--- src/rtl/fifo_axis_drain.sv ---
// fifo_axis_drain: drains a registered-read FIFO into an AXI-Stream master through a 3-entry skid buffer,
// framing the stream into PKT_LEN-beat packets.
module fifo_axis_drain #(
    parameter int DATA_W  = 8,
    parameter int PKT_LEN = 4
) (
    input  logic              clock,
    input  logic              rst,
    input  logic              en,
    input  logic              fifo_empty,
    input  logic [DATA_W-1:0] fifo_data,
    output logic              fifo_rd,
    output logic [DATA_W-1:0] m_axis_tdata,
    output logic              m_axis_tvalid,
    input  logic              m_axis_tready,
    output logic              m_axis_tlast,
    output logic              pkt_done
);
    localparam int BW = PKT_LEN > 1 ? $clog2(PKT_LEN) : 1;

    logic [DATA_W-1:0] mem_q [3];
    logic [1:0]        occ_q, occ_d, head_q, head_d, tail_q, tail_d;
    logic              inflight_q, run_q, pkt_done_q, pkt_done_d, pop;
    logic [BW-1:0]     beat_q, beat_d;

    // run_q keeps reads off until the first edge after reset releases
    assign fifo_rd       = run_q && en && !fifo_empty && ({1'b0, occ_q} + {2'b0, inflight_q} < 3'd3);
    assign m_axis_tvalid = occ_q != 2'd0;
    assign m_axis_tdata  = m_axis_tvalid ? mem_q[head_q] : '0;
    assign m_axis_tlast  = m_axis_tvalid && beat_q == BW'(PKT_LEN - 1);
    assign pkt_done      = pkt_done_q;
    assign pop           = m_axis_tvalid && m_axis_tready;

    always_comb begin
        occ_d      = occ_q + {1'b0, inflight_q} - {1'b0, pop};
        head_d     = pop ? (head_q == 2'd2 ? 2'd0 : head_q + 2'd1) : head_q;
        tail_d     = inflight_q ? (tail_q == 2'd2 ? 2'd0 : tail_q + 2'd1) : tail_q;
        beat_d     = pop ? (m_axis_tlast ? '0 : beat_q + 1'b1) : beat_q;
        pkt_done_d = pop && m_axis_tlast;
    end

    always_ff @(posedge clock or negedge rst) begin
        if (!rst) begin
            occ_q      <= '0;
            head_q     <= '0;
            tail_q     <= '0;
            beat_q     <= '0;
            inflight_q <= 1'b0;
            run_q      <= 1'b0;
            pkt_done_q <= 1'b0;
        end else begin
            occ_q      <= occ_d;
            head_q     <= head_d;
            tail_q     <= tail_d;
            beat_q     <= beat_d;
            inflight_q <= fifo_rd;
            run_q      <= 1'b1;
            pkt_done_q <= pkt_done_d;
        end
    end

    // read data lands one cycle after the strobe, so capture on the in-flight flag
    always_ff @(posedge clock) begin
        if (inflight_q) mem_q[tail_q] <= fifo_data;
    end
endmodule

--- config.mk ---
export PLATFORM = sky130hd
export DESIGN_NAME = fifo_axis_drain
export DESIGN_NICKNAME = d
export VERILOG_FILES = /design/src/rtl/fifo_axis_drain.sv
export SDC_FILE = /design/constraint.sdc
export NUM_CORES = 1
export LEC_CHECK = 0
export ABC_AREA = 1
export CORE_MARGIN = 2
export CORE_UTILIZATION = 30
export DETAILED_ROUTE_END_ITERATION = 12
export GPL_TIMING_DRIVEN = 0
export HOLD_SLACK_MARGIN = 0.05
export MAX_ROUTING_LAYER = met4
export RECOVER_POWER = 25
export SLEW_MARGIN = 20
export SYNTH_ARGS = -nofsm -noshare
export SYNTH_HDL_FRONTEND = slang
export SYNTH_SLANG_ARGS = --single-unit
--- constraint.sdc ---
create_clock -name clock -period 3.47 [get_ports clock]
set_input_delay 0.694 -clock clock [delete_from_list [all_inputs] [get_ports clock]]
set_output_delay 0.694 -clock clock [all_outputs]
set_load 0.01 [all_outputs]
==> out/metrics.csv, run 1 <==
stage,metric,value,unit
outcome,status,finished clean,
power,Max IR drop VDD,0.000226,V
power,Pleak,0.819,nW
yosys,Synth top area share,0.486,
setup_path,startpoint types,input port,
yosys,synthesized area,1480,um2
layout,post-route insts no fill,233,
timing,Slew HR,0.547,
yosys,Mapped Nets,152,
yosys,"EDFF count, synth",24,
timing,Max Slew Vio Count,0,
clock_tree,total CTS buffers,5,
clock_tree,post-cts sizing count,0,
hold_path,Hold WC Path Type,flop to flop,
global_route,pin count of the biggest net entering global routing,12,
yosys,most frequent cell after synthesis,nand2_1,
clock_tree,clock sinks,35,
yosys,leading area contributor after synthesis,edfxtp_1,
die,# rows,25,
timing,Tcrit/Tclk final,0.782,
die,I/O pin count,25,
yosys,Mean Syn Cell Area,11.1,um2
detailed_routing,Iter 0 DRT Violations,55,
layout,fillcell total,485,
clock_tree,CTS tree,yes,
setup_path,reg2reg setup slack,1970,ps
yosys,top post-synthesis cells by count,"nand2_1 (35), edfxtp_1 (24), inv_1 (19), nand3_1 (19), dfrtp_1 (11)",
global_route,first-pass GRT wire length,4.49,mm
hold_path,WHS Path Cells,2,
yosys,sequential share of the synthesized area,0.672,
detailed_routing,DRC viols,0,
layout,fin util,0.399,
yosys,Seq cells post-synth,35,
global_route,initial antenna violation count,0,
timing,Peak Freq,0.369,GHz
layout,proportion of layout cells with a drive suffix above 1,0.0964,
detailed_routing,Pre-Repair DR Iteration Count,4,
timing,final setup TNS,0,ps
global_route,Total GRT Usage,0.116,
setup_path,crit path capture type,output pin,
yosys,Async SR Flop Fraction,0.314,
clock_tree,CTS Hold Buffers Added,0,
timing,Least-Margin Pin Slew,675,ps
die,Die Ht,74.3,um
placed_design,placed insts,225,
setup_path,FF-to-FF Start,occ_q[1],
power,Total Power,0.00141,W
layout,Area growth syn-to-layout,28.0,%
power,PwrDens,743,nW/um2
detailed_routing,Wirelength per Cell,11.3,um
global_route,total grt overflow,0,
clock_tree,Worst-path clk slew,60,ps
yosys,Post-Synthesis Cells,134,
clock_tree,CTS Buffer Depth,2,
timing,unrepaired setup endpoints after global routing,no,
setup_path,Register-to-Register Path Depth,10,
hold_path,worst min-delay path endpoint,beat_q[1],
layout,diode count,0,
setup_path,Crit Path Max Fanout,2,
die,die footprint,5520,um2
detailed_routing,Final Routed Wirelength,2.62,mm
timing,clock skew,4.58,ps
detailed_routing,DR vias,956,
timing,final hold viol count,0,
clock_tree,clk root buf,clkbuf_8,
run,# Max-Cap Violations,0,
setup_path,Crit Path Category,input port to output pin,
yosys,dominant synthesized flop cell,edfxtp_1,
clock_tree,Clock H-tree levels,2,
setup_path,r2r endpoint,occ_q[1],
die,Die W,74.3,um
yosys,synth unique cells,21,
setup_path,Worst EP required,2780,ps
die,Initial Utilization,0.312,
die,core footprint,4750,um2
layout,Final Net Count,183,
clock_tree,Worst-Skew Late Latency,280,ps
detailed_routing,Routed Antenna Nets,0,
placed_design,dpl hpwl,1.87,mm
yosys,Synth warnings,0,
detailed_routing,vias per cell,4.10,
global_route,vias in the first global route,997,
placed_design,number of port buffers,24,
timing,"Setup violations, final",0,
clock_tree,Post-CTS Setup Inserts,0,
yosys,synth top area cells,"edfxtp_1 (49%), dfrtp_1 (19%), nand2_1 (8.9%)",
timing,fin crit period,2710,ps
setup_path,Critical Path AT,2020,ps
placed_design,GPL Wtd Cong,0.703,
hold_path,hold path startpoint,beat_q[1],
[logic make-up (layout without fill, tap and decap cells)]
group,Yosys count,in the layout,synth area share
AO/OA/AOI/OAI,6,6,0.0203
buffers and inverters,24,56,0.0693
adder cells (fa/ha/maj),5,5,0.0422
other,1,1,0.00253
flip-flops,35,35,0.672
XOR/XNOR,2,2,0.0118
AND/OR/NAND/NOR,61,61,0.182
[where the power goes]
group | switching (W) | internal (W) | total (W) | leakage, nW
sequential | 0.0000420 | 0.000514 | 0.000556 | 0.355
combinational | 0.000313 | 0.000265 | 0.000577 | 0.424
clock | 0.000134 | 0.000140 | 0.000274 | 0.0412
total | 0.000489 | 0.000919 | 0.00141 | 0.819
[per-layer routing]
metal | GRT usage | up-vias | part of all wire
li1 | - | 496 | -
met1 | 0.119 | 446 | 0.39
met2 | 0.208 | 12 | 0.57
met3 | 0.0325 | 2 | 0.034
met4 | 0.0476 | 0 | 0.0088
met5 | - | - | 0
[through the flow]
stage | instance area [um2] | setup slack, ps | hold slack, ps
floorplan | 1480 | 1660 | 398
global placement | 1810 | 785 | 470
detailed placement | 1810 | 742 | 509
CTS | 1900 | 736 | 526
global route | 1900 | 684 | 535
finish | 1900 | 758 | 518
[flip-flops by register name (all words and copies together) (netlist names)]
register / cells
occ_q: 2
beat_q: 2
mem_q: 24
head_q: 2
inflight_q: 1
pkt_done: 1
tail_q: 2
run_q: 1
[cell usage in the layout (no fill, tap or decap), types with 5 or more instances in the layout]
| cell type | n |
|---|---|
| clkbuf_8 | 5 |
| ha_1 | 5 |
| edfxtp_1 | 24 |
| dlygate4sd3_1 | 7 |
| clkdlybuf4s50_1 | 17 |
| dfrtp_1 | 11 |
| nand2_1 | 35 |
| inv_1 | 19 |
| nand3_1 | 19 |
[how the worst max path moves through the flow]
stage	start	to	slack [ps]	cells past startpoint
floorplan	inflight_q	fifo_rd	1660	5
global placement	fifo_empty	fifo_rd	780	5
detailed placement	fifo_empty	fifo_rd	740	5
CTS	fifo_empty	fifo_rd	740	5
global route	inflight_q	fifo_rd	680	6
finish	fifo_empty	fifo_rd	760	5
[worst max-delay path: stages]
cell             delay, ps
clkdlybuf4s50_1        400
nor2_1                 100
nand3_1                 70
a21oi_1                190
clkdlybuf4s50_1        570
[area by class of cell]
class / instances / area [um2] / share of cell area
plain buffers: 3 / 23.8 / 0.0125
inverters: 21 / 78.8 / 0.0416
flip-flops and latches: 35 / 996 / 0.525
repair buffers: 24 / 240 / 0.127
clock inverters: 2 / 12.5 / 0.00660
multi-input cells: 75 / 388 / 0.205
clock buffers: 6 / 72.6 / 0.0383
well taps: 67 / 83.8 / 0.0442
Power figures use the tool's default switching activity.
==> run 2: changes to the inputs <==
clock period = 2.7 ns   (was 3.47 ns; I/O delays follow)
==> results of run 2 <==
Same layout as run 1 (identical final DEF). Status: finished clean.
Among the figures that moved: setup slack after placement 742 ps -> 280 ps; setup slack after layout 758 ps -> 187 ps; start point of the critical path fifo_empty -> inflight_q; register-to-register setup slack 1970 ps -> 1200 ps; total power 0.00141 W -> 0.00181 W; worst IR drop on VDD 0.000226 V -> 0.000290 V
